<file path="src/rtl/a_meas.sv">
// a_meas: DFF timing-sweep measurement responder (settle, sample, vote, record).
// Define A_MEAS_SYNC_EN to pass i_q through a 2-flop synchronizer first.
module a_meas #(
  parameter int DLY_W  = 8,
  parameter int SETTLE = 4,
  parameter int NSAMP  = 8
) (
  input  logic             i_clk,
  input  logic             i_rstn,
  input  logic             i_clr,
  input  logic             i_step_vld,
  input  logic [DLY_W-1:0] i_step_code,
  input  logic             i_step_edge,
  input  logic             i_step_exp,
  input  logic             i_q,
  output logic             o_busy,
  output logic             o_step_ack,
  output logic             o_step_fail,
  output logic [DLY_W-1:0] o_lh_code,
  output logic             o_lh_vld,
  output logic [DLY_W-1:0] o_hl_code,
  output logic             o_hl_vld,
  output logic             o_done
);

  localparam int EW   = $clog2(NSAMP + 1);
  localparam int CMAX = (SETTLE > NSAMP) ? SETTLE : NSAMP;
  localparam int CW   = $clog2(CMAX + 1);

  localparam logic [CW-1:0] SET_LAST = CW'(SETTLE - 1);
  localparam logic [CW-1:0] SMP_LAST = CW'(NSAMP - 1);
  localparam logic [EW-1:0] ERR_MAX  = EW'(NSAMP);
  localparam logic [EW-1:0] HALF     = EW'(NSAMP / 2);

  typedef enum logic [2:0] {
    S_IDLE,
    S_SETTLE,
    S_SAMPLE,
    S_JUDGE,
    S_ACK
  } st_t;

  st_t state;
  st_t nxt;

  logic [CW-1:0]    cnt;
  logic [EW-1:0]    err_cnt;
  logic [DLY_W-1:0] code_l;
  logic             edge_l;
  logic             exp_l;
  logic             q_s;
  logic             fail_now;

`ifdef A_MEAS_SYNC_EN
  logic [1:0] sync_q;

  always_ff @(posedge i_clk or negedge i_rstn) begin
    if (!i_rstn) begin
      sync_q <= 2'b00;
    end else begin
      sync_q <= {sync_q[0], i_q};
    end
  end

  assign q_s = sync_q[1];
`else
  assign q_s = i_q;
`endif

  // strict majority of mismatches fails; a tie passes
  assign fail_now = (err_cnt > HALF);

  always_ff @(posedge i_clk or negedge i_rstn) begin
    if (!i_rstn) begin
      state <= S_IDLE;
    end else begin
      state <= nxt;
    end
  end

  always_comb begin
    nxt = state;
    if (i_clr) begin
      nxt = S_IDLE;
    end else begin
      unique case (state)
        S_IDLE:   if (i_step_vld) nxt = S_SETTLE;
        S_SETTLE: if (cnt == SET_LAST) nxt = S_SAMPLE;
        S_SAMPLE: if (cnt == SMP_LAST) nxt = S_JUDGE;
        S_JUDGE:  nxt = S_ACK;
        S_ACK:    nxt = S_IDLE;
        default:  nxt = S_IDLE;
      endcase
    end
  end

  always_comb begin
    o_busy     = (state != S_IDLE);
    o_step_ack = (state == S_ACK);
    o_done     = o_lh_vld & o_hl_vld;
  end

  always_ff @(posedge i_clk or negedge i_rstn) begin
    if (!i_rstn) begin
      cnt         <= '0;
      err_cnt     <= '0;
      code_l      <= '0;
      edge_l      <= 1'b0;
      exp_l       <= 1'b0;
      o_step_fail <= 1'b0;
      o_lh_code   <= '0;
      o_lh_vld    <= 1'b0;
      o_hl_code   <= '0;
      o_hl_vld    <= 1'b0;
    end else if (i_clr) begin
      cnt         <= '0;
      err_cnt     <= '0;
      o_step_fail <= 1'b0;
      o_lh_code   <= '0;
      o_lh_vld    <= 1'b0;
      o_hl_code   <= '0;
      o_hl_vld    <= 1'b0;
    end else begin
      unique case (state)
        S_IDLE: begin
          cnt <= '0;
          if (i_step_vld) begin
            code_l  <= i_step_code;
            edge_l  <= i_step_edge;
            exp_l   <= i_step_exp;
            err_cnt <= '0;
          end
        end
        S_SETTLE: begin
          cnt <= (cnt == SET_LAST) ? '0 : cnt + CW'(1);
        end
        S_SAMPLE: begin
          cnt <= (cnt == SMP_LAST) ? '0 : cnt + CW'(1);
          if ((q_s != exp_l) && (err_cnt != ERR_MAX)) begin
            err_cnt <= err_cnt + EW'(1);
          end
        end
        S_JUDGE: begin
          o_step_fail <= fail_now;
          if (fail_now && !edge_l && !o_lh_vld) begin
            o_lh_code <= code_l;
            o_lh_vld  <= 1'b1;
          end
          if (fail_now && edge_l && !o_hl_vld) begin
            o_hl_code <= code_l;
            o_hl_vld  <= 1'b1;
          end
        end
        S_ACK: begin
          cnt <= '0;
        end
        default: begin
          cnt <= '0;
        end
      endcase
    end
  end

endmodule

</file>
<file path="config.mk">
export PLATFORM = sky130hd
export DESIGN_NAME = a_meas
export DESIGN_NICKNAME = d
export VERILOG_FILES = /design/src/rtl/a_meas.sv
export SDC_FILE = /design/constraint.sdc
export NUM_CORES = 1
export LEC_CHECK = 0
export ABC_AREA = 1
export BUFFER_PORTS_ARGS = -buffer_cell sky130_fd_sc_hd__clkbuf_2
export CORE_MARGIN = 5
export CORE_UTILIZATION = 54
export CTS_BUF_LIST = sky130_fd_sc_hd__clkbuf_8 sky130_fd_sc_hd__clkbuf_16
export CTS_CLUSTER_SIZE = 30
export DETAILED_ROUTE_END_ITERATION = 10
export GPL_TIMING_DRIVEN = 0
export PLACE_DENSITY = 0.78
export SLEW_MARGIN = 20
export SYNTH_ARGS = -nofsm -noshare
export SYNTH_HDL_FRONTEND = slang
export SYNTH_SLANG_ARGS = --single-unit
</file>
<file path="constraint.sdc">
create_clock -name i_clk -period 2 [get_ports i_clk]
set_clock_uncertainty 0.1 [all_clocks]
set_input_delay 0 -clock i_clk [delete_from_list [all_inputs] [get_ports i_clk]]
set_output_delay 0 -clock i_clk [all_outputs]
set_load 0.02 [all_outputs]
</file>
; ---- After elaboration in Yosys (flattened, before gate mapping)
; Cells that the tools add are included.
[word_totals]
ff_bits = 40
inputBits = 15
elab_cells = 75
[classes]
addsub = 2
order_cmp = 1
n_eq_ne = 13
muxes = 27
bitwise = 2
n_reduce_logical = 19
[ops]
columns = operator, n
row1 = $mux W8, 6
row2 = $mux W4, 6
row3 = $mux W3, 4
row4 = $ne A3 B3 Y1 const B, 4
row5 = $pmux W3 S4, 1
row6 = $pmux W4 S3, 1
row7 = $reduce_and A3 Y1, 3
row8 = $add A4 B1 Y4 const B, 2
row9 = $mux W1, 8
row10 = $pmux W4 S2, 1
row11 = $eq A3 B2 Y1 const B, 2
row12 = $reduce_bool A2 Y1, 3
row13 = $reduce_bool A3 Y1, 2
row14 = $logic_and A1 B1 Y1, 5
row15 = $eq A4 B2 Y1 const B, 1
row16 = $eq A4 B3 Y1 const B, 1
row17 = $gt A4 B3 Y1 const B, 1
row18 = $ne A4 B4 Y1 const B, 1
row19 = $reduce_and A2 Y1, 2
row20 = $eq A3 B1 Y1 const B, 1
row21 = $eq A3 B3 Y1 const B, 1
row22 = $logic_not A1 Y1, 3
row23 = $logic_not A3 Y1, 1
row24 = $ne A2 B2 Y1 const B, 1
row25 = 3 further kinds, 3

; ---- Depth between registers and ports, before layout
; Gate-level depths: netlist (run 1).
[depth]
word_depth = 6
depth_mapped = 8
mapped_depth_nobuf = 8

; ---- Worst setup path before layout (run 1)
; No wires, ideal clock.
[synth_timing]
path_kind = reg-to-reg
from = register err_cnt[0]
to = register o_hl_code[0]
arrival_ps = 1247
required_time_ps = 1782
slack_ps = 535
path_stages_with_launch = 7
path_cell_list = dfrtp_1 inv_1 ha_1 o21ai_4 nand2_2 nand3_1 nand2_1
[synth_between]
elab_chain_cells = 5
[synth_lines]
columns = element, line
row1 = "start, declared", 47  ; logic [EW-1:0] err_cnt;
row2 = "start signal, assigned", 140  ; err_cnt <= err_cnt + EW'(1);
row3 = $gt A4 B3 Y1, 71  ; assign fail_now = (err_cnt > HALF);
row4 = $logic_and A1 B1 Y1 (2 in a row), 149  ; if (fail_now && edge_l && !o_hl_vld) begin
row5 = $reduce_bool A2 Y1 (no source line), n/a
row6 = $reduce_and A2 Y1 (no source line), n/a
row7 = "end signal, assigned", 150  ; o_hl_code <= code_l;
row8 = "end, declared", 21  ; output logic [DLY_W-1:0] o_hl_code,
; No other way between the ends.
; A chain may end at the register's enable or synchronous reset.

; ---- Worst setup path in the final report (run 1)
[layout_timing]
from = register state[2]
to = register err_cnt[2]
[layout_between]
elab_chain_cells = 3
[layout_lines]
columns = element, line
row1 = "start, declared", 43  ; st_t state;
row2 = "start signal, assigned", 77  ; state <= nxt;
row3 = $eq A3 B2 Y1 / $logic_not A3 Y1 (equally long branches), 124  ; unique case (state)
row4 = $ne A3 B3 Y1 (no source line) (tied with other cells), n/a
row5 = $reduce_and A3 Y1 (no source line) / $mux W4 (equally long branches), n/a
; Several ways; a longest one is shown, not always the timed one.

==> summary.txt, run 1 <==
post-synth cell types -> 26
CTS Buffer Depth -> 2
worst reg2reg setup slack -> 0.34 ns
Commonest cells post-synth -> 49 x nand2_1, 48 x nand3_1, 40 x dfrtp_1
# diodes -> 0
Area contributors post-synth -> dfrtp_1 51%, nand3_1 12%, nand2_1 9.4%
GR peak layer -> met2
area of the multi-input gates -> 800 sq um
ys async rst share -> 100%
Worst Reg-to-Reg Cells -> 8
CTS Root Cell -> clkbuf_8
Fill cells -> 281
Top FF cell, synth -> dfrtp_1
Ys Warns -> 0
Syn Inst Count -> 239
Critical Path RT -> 2.09 ns
Vias/cell -> 5.19
Worst Path Arrival -> 1.75 ns
DRC -> 0
Area Overhead vs Synth -> 25.3%
Crit Path Category -> flip-flop to flip-flop
Detailed Place HPWL -> 2.95 mm
DRT Wirelength -> 4.41 mm
H-tree depth -> 2
Final Slew Violations -> 0
Worst Tran Pin Value -> 0.409 ns
clk sinks -> 40
first-pass GRT wire length -> 7.56 mm
Routed wire per std cell -> 12.9 um
met3 usage -> 5.45%
IO Pins -> 37
antenna-violating nets left -> 0
worst vdd ir -> 0.000590 V
1st-iter DRT viols -> 133
Clk pwr share -> 29.0%
fmax -> 0.602 GHz
Sw Ratio -> 34.4%
top-area cell type share of the netlist area -> 51.2%
port buffer count -> 35
period utilisation layout -> 83.1%
maxcap violations -> 0
net count after synthesis -> 257
slew margin rel. -> 72.6%
starting density of the core -> 57.3%
share of cells above drive strength 1 -> 19.7%
final setup fails -> 0
Final Hold Fails -> 0
remaining global-route overflow -> 0
HP Class -> input port to asynchronous set/reset pin
final worst path period need -> 1.66 ns
Die Footprint -> 0.00493 sq mm
Psw -> 0.000829 W
leakage dissipation -> 1.36 nW
number of global-route vias before repair -> 1607
Design Power -> 0.00241 W
worst-path fanout max -> 5
post-synthesis sequential area ratio -> 51.2%
Die H -> 70.2 um
post-route worst setup slack -> 0.338 ns
initial antenna violation count -> 0
Die X-Extent -> 70.2 um
most common cell in the netlist -> nand2_1
TritonCTS Buffers -> 5
Core Region -> 0.00342 sq mm
latest clock arrival within the worst-skew pair -> 0.30 ns
Layout Nets -> 312
Fin Setup TNS -> 0 ns
Post-synth EDFFs -> 0
Layout Cells excl Fill -> 341
Crit. End Element -> flip-flop
worst reg2reg path startpoint -> state[2]$_DFFE_PN0P_
PD cells -> 985 mW/mm^2
status -> finished clean
met2 GRT Util -> 28.3%
GRT met1 Usage -> 26.3%
Comb power frac -> 28.0%
Yosys reg bits -> 40
leading area contributor after synthesis -> dfrtp_1
Worst Setup Start Kind -> flip-flop
largest net degree at the start of global routing -> 41
post-placement cell count -> 320
Int Pwr -> 0.00158 W
CTS tree -> done
clock transition at the registers of the reported paths -> 0.08 ns
via count -> 1771
GR Util All Layers -> 19.3%
register share of total power -> 43.0%
unrepaired setup endpoints after global routing -> no
# rows -> 21
Final Wtd Congestion -> 0.824
Cell Area, Synth -> 0.00196 sq mm
Final Util -> 71.8%
reg2reg end -> err_cnt[2]$_DFFE_PN0P_
Register Area -> 0.00100 sq mm
pre-CTS setup slack -> 0.353 ns
Mapped Avg Cell Area -> 8.19 sq um
DR pass1 iterations -> 5
cell usage in the layout, fill, tap and decap left out, types with 2 or more instances in the layout:
| cell | count |
|---|---|
| nand4_1 | 3 |
| ha_1 | 3 |
| clkbuf_2 | 36 |
| nand3_1 | 48 |
| dlygate4sd3_1 | 12 |
| nand2_1 | 49 |
| a21oi_1 | 11 |
| inv_1 | 29 |
| nor3_1 | 2 |
| xor2_1 | 2 |
| nor2_1 | 33 |
| clkbuf_8 | 6 |
| buf_2 | 4 |
| dfrtp_1 | 40 |
kinds of logic after synthesis:
family	Yosys count	share of synthesized area (%)
and+or+nand+nor	140	32.7
DFF	40	51.2
buffers and inverters	37	7.99
AOI/OAI and AO/OA	17	5.37
adders and majority gates	3	1.92
xor gates and xnor gates	2	0.895
worst max-delay path by stage:
stage          slack [ns]              startpoint                        to
2_1_floorplan        0.54  err_cnt[0]$_DFFE_PN0P_  o_hl_code[0]$_DFFE_PN0P_
3_3_place_gp         0.37  err_cnt[0]$_DFFE_PN0P_  o_hl_code[5]$_DFFE_PN0P_
3_5_place_dp         0.35  err_cnt[0]$_DFFE_PN0P_  o_hl_code[5]$_DFFE_PN0P_
4_1_cts              0.34  err_cnt[0]$_DFFE_PN0P_  o_hl_code[7]$_DFFE_PN0P_
5_1_grt              0.13    state[2]$_DFFE_PN0P_    err_cnt[2]$_DFFE_PN0P_
6_report             0.34    state[2]$_DFFE_PN0P_    err_cnt[2]$_DFFE_PN0P_
flip-flops by register name, summed over array words and instances, names as in the netlist, 3 cells and up:
| name | cells |
|---|---|
| o_lh_code | 8 |
| state | 3 |
| o_hl_code | 8 |
| err_cnt | 4 |
| cnt | 4 |
| code_l | 8 |
critical path, stage by stage, from the launching register on:
cell     delay, ns
dfrtp_1       0.42
inv_1         0.16
nand2_1       0.07
nor2_1        0.24
nand3_1       0.11
nand2_1       0.17
nand2_1       0.13
nand2_1       0.09
nand2_1       0.06
final cells by class:
class	instances	area share, %
clock buffer	6	3.37
multi-input combinational	162	32.6
clock inverter	2	1.58
inverter	29	4.44
sequential	40	40.8
timing repair buffer	48	12.9
tap	46	2.35
buffer	8	1.94
through the flow:
step                hold slack, ns  area, sq um
global placement             0.104         2190
finish                      0.0167         2450
CTS                          0.119         2430
detailed placement           0.100         2190
global route                0.0434         2450
floorplan                   -0.396         1960
repair_timing:
action | CTS | global route
hold endpoints to repair | 54 | 0
gates resized for setup | 0 | 0
hold buffers | 12 | 0
setup buffers | 0 | 0
routing by layer:
metal / vias up / wire, um / share of wire (%)
li1: 876 / - / -
met1: 834 / 2090 / 47
met2: 48 / 1950 / 44
met3: 13 / 251 / 5.7
met4: 0 / 118 / 2.7
met5: - / 0 / 0
power groups by stage:
stage / Sequential, W / Clock [W] / Combinational, W
final: 0.00104 / 0.000700 / 0.000676
after global placement: 0.00105 / 0 / 0.000618
after detailed placement: 0.00105 / 0 / 0.000634
after floorplan: 0.00103 / 0 / 0.000487
after global routing: 0.00106 / 0.000740 / 0.000769
after CTS: 0.00104 / 0.000709 / 0.000655
(Power assumes the default switching activity.)
==> run 2: changes to the inputs <==
ABC_AREA = 0   (was 1)
clock period = 1.6 ns   (was 2 ns; I/O delays follow)
==> run 2 against run 1 <==
  * The run now ends with setup timing left
  * Register-to-register slack got worse by 0.47 ns
  * Final area rose by 11%
  * Combinational power down 54%
  * Core utilization is 9.2 points higher
  * Largest power group unchanged
  * Sequential share of layout area shrank 3.9 points
==> summary.txt, run 2 <==
ys async rst share -> 100%
Critical Path RT -> 1.73 ns
Worst path slowest cell -> dfrtp_2
period utilisation layout -> 108%
status -> finished with violations
number of global-route vias before repair -> 1665
clk sinks -> 40
Post-synth EDFFs -> 0
H-tree depth -> 2
register share of total power -> 53.2%
Final Slew Violations -> 0
HP Class -> input port to flip-flop
DR pass1 iterations -> 4
Area Overhead vs Synth -> 45.1%
Detailed Place HPWL -> 2.74 mm
Final Hold Fails -> 0
Worst Tran Pin Value -> 0.977 ns
DRC -> 0
port buffer count -> 35
worst vdd ir -> 0.000791 V
Sw Ratio -> 24.8%
commonest non-fill, non-tap cells in the layout -> 37 x dfrtp_1, 34 x clkbuf_2, 23 x nor2_1, 16 x mux2i_1
Fin Setup TNS -> -1.60 ns
Psw -> 0.000522 W
clock transition at the registers of the reported paths -> 0.08 ns
slew margin rel. -> 34.8%
# diodes -> 0
fmax -> 0.577 GHz
Crit. End Element -> flip-flop
top-area cell type share of the netlist area -> 53.3%
GR Util All Layers -> 23.6%
Worst Setup Start Kind -> flip-flop
post-synthesis sequential area ratio -> 53.3%
Syn Inst Count -> 166
Die Footprint -> 0.00475 sq mm
Core Region -> 0.00336 sq mm
most common cell in the netlist -> dfrtp_1
first-pass GRT wire length -> 7.98 mm
Top FF cell, synth -> dfrtp_1
leading cell type in the layout, fill and taps excluded -> dfrtp_1
Worst Path Arrival -> 1.87 ns
latest clock arrival within the worst-skew pair -> 0.29 ns
Layout Nets -> 259
IO Pins -> 37
CTS tree -> done
crit-path cells -> buf_4 -> nor3b_4 -> a211oi_1 -> or4_4 -> nand3_1
CP delay by family, top -> simple AND/OR/NAND/NOR gates
Die H -> 69.0 um
# rows -> 21
Commonest cells post-synth -> 40 x dfrtp_1, 23 x nor2_1, 16 x mux2i_1
Area contributors post-synth -> dfrtp_1 53%, mux2i_1 8.5%, mux2_2 6.6%
CTS Root Cell -> clkbuf_8
Ys Warns -> 0
Mapped Avg Cell Area -> 11.3 sq um
Crit Path Category -> flip-flop to flip-flop
antenna-violating nets left -> 0
Routed wire per std cell -> 17.9 um
Comb power frac -> 14.7%
CP max stage delay -> 0.45 ns
Cell Area, Synth -> 0.00188 sq mm
Final Util -> 81.0%
final worst path period need -> 1.73 ns
Die X-Extent -> 69.0 um
biggest regs -> code_l x8, o_hl_code x8, o_lh_code x8
TritonCTS Buffers -> 5
largest net degree at the start of global routing -> 41
failing checks -> setup timing
post-route worst setup slack -> -0.134 ns
remaining global-route overflow -> 0
initial antenna violation count -> 0
maxcap violations -> 0
Clk pwr share -> 32.1%
leading area contributor after synthesis -> dfrtp_1
Int Pwr -> 0.00159 W
leakage dissipation -> 1.41 nW
via count -> 1569
Final Wtd Congestion -> 0.894
worst-path fanout max -> 4
Fill cells -> 214
net count after synthesis -> 184
final setup fails -> 29
post-synth cell types -> 39
PD cells -> 774 mW/mm^2
starting density of the core -> 55.8%
unrepaired setup endpoints after global routing -> yes
share of cells above drive strength 1 -> 43.4%
1st-iter DRT viols -> 126
CTS Buffer Depth -> 2
DRT Wirelength -> 5.15 mm
Vias/cell -> 5.45
Buf/Inv on CP -> 1
Yosys reg bits -> 40
-- run 2: changes by cell type in the layout (fill, tap and decap cells not counted), moves of 4 or more --
cell     change
inv_1       -23
mux2_4      +10
mux2i_1     +16
nand2_1     -43
nor2b_4      +4
nor2_1      -10
buf_6       +10
a21oi_1      -5
nand3_1     -45
buf_4       +13
-- run 2: final timing paths --
check                                               from                        to  slack (ns)  cells after the start
min in group asynchronous                         i_rstn    err_cnt[2]$_DFFE_PN0P_        0.28                      2
worst min-delay path                               i_clr    err_cnt[3]$_DFFE_PN0P_        0.05                      4
max in group asynchronous                         i_rstn      state[2]$_DFFE_PN0P_        0.43                      2
worst min register to register  o_hl_code[5]$_DFFE_PN0P_  o_hl_code[5]$_DFFE_PN0P_        0.44                      2
worst max-delay path                state[0]$_DFFE_PN0P_    err_cnt[3]$_DFFE_PN0P_       -0.13                      5
worst max register to register      state[0]$_DFFE_PN0P_    err_cnt[3]$_DFFE_PN0P_       -0.13                      5
-- run 2: routing by layer --
| metal | track usage, % | wire length, um | vias to the layer above |
|---|---|---|---|
| li1 | - | - | 731 |
| met1 | 27.3 | 2080 | 772 |
| met2 | 38.8 | 2620 | 53 |
| met3 | 6.97 | 271 | 13 |
| met4 | 13.6 | 178 | 0 |
| met5 | 0 | 0 | - |
-- run 2: through the flow --
stage	hold WS (ns)	worst slack, ns	instance area, sq um	instances	power, W
6_report	0.0506	-0.134	2720	288	0.00211
5_1_grt	0.0585	-0.188	2720	288	0.00219
4_1_cts	0.0320	-0.111	2600	281	0.00208
3_5_place_dp	0.102	-0.336	2140	247	0.00132
3_3_place_gp	0.0870	-0.256	2140	247	0.00130
2_1_floorplan	-0.396	-0.0637	1900	166	0.00124
-- run 2: power by group through the flow --
stage / Combinational (W) / Clock, W / Sequential [W]
2_1_floorplan: 0.000120 / 0 / 0.00112
3_3_place_gp: 0.000170 / 0 / 0.00113
3_5_place_dp: 0.000180 / 0 / 0.00113
4_1_cts: 0.000271 / 0.000686 / 0.00112
5_1_grt: 0.000329 / 0.000735 / 0.00113
6_report: 0.000309 / 0.000678 / 0.00112
-- run 2: kinds of logic after synthesis --
kind of cell               after synthesis  synth area share, %
and+or+nand+nor                         55                 15.4
xor gates and xnor gates                 1                0.467
muxes                                   27                 15.1
DFF                                     40                 53.3
buffers and inverters                   14                 3.47
AOI/OAI and AO/OA                       25                 9.67
adders and majority gates                4                 2.53
-- run 2: layout make-up --
| cell class | count | area (sq um) | area share (%) |
|---|---|---|---|
| sequential | 40 | 1000 | 36.9 |
| tap | 46 | 57.6 | 2.11 |
| multi-input combinational | 112 | 996 | 36.6 |
| clock inverter | 2 | 7.51 | 0.276 |
| clock buffer | 6 | 82.6 | 3.03 |
| timing repair buffer | 69 | 494 | 18.2 |
| buffer | 7 | 57.6 | 2.11 |
| inverter | 6 | 22.5 | 0.827 |
-- run 2: repair_timing --
action,4_1_cts,5_1_grt
setup endpoints to repair,32,36
pin swaps,9,9
gates cloned,1,0
endpoints found under the hold margin,56,1
resized for setup,36,19
hold buffers,13,1
setup buffers,12,8
-- run 2: worst register-to-register path: stages, from the launching register on --
cell and delay [ns]:
dfrtp_2 0.45, buf_4 0.16, nor3b_4 0.28, a211oi_1 0.17, or4_4 0.44, nand3_1 0.08
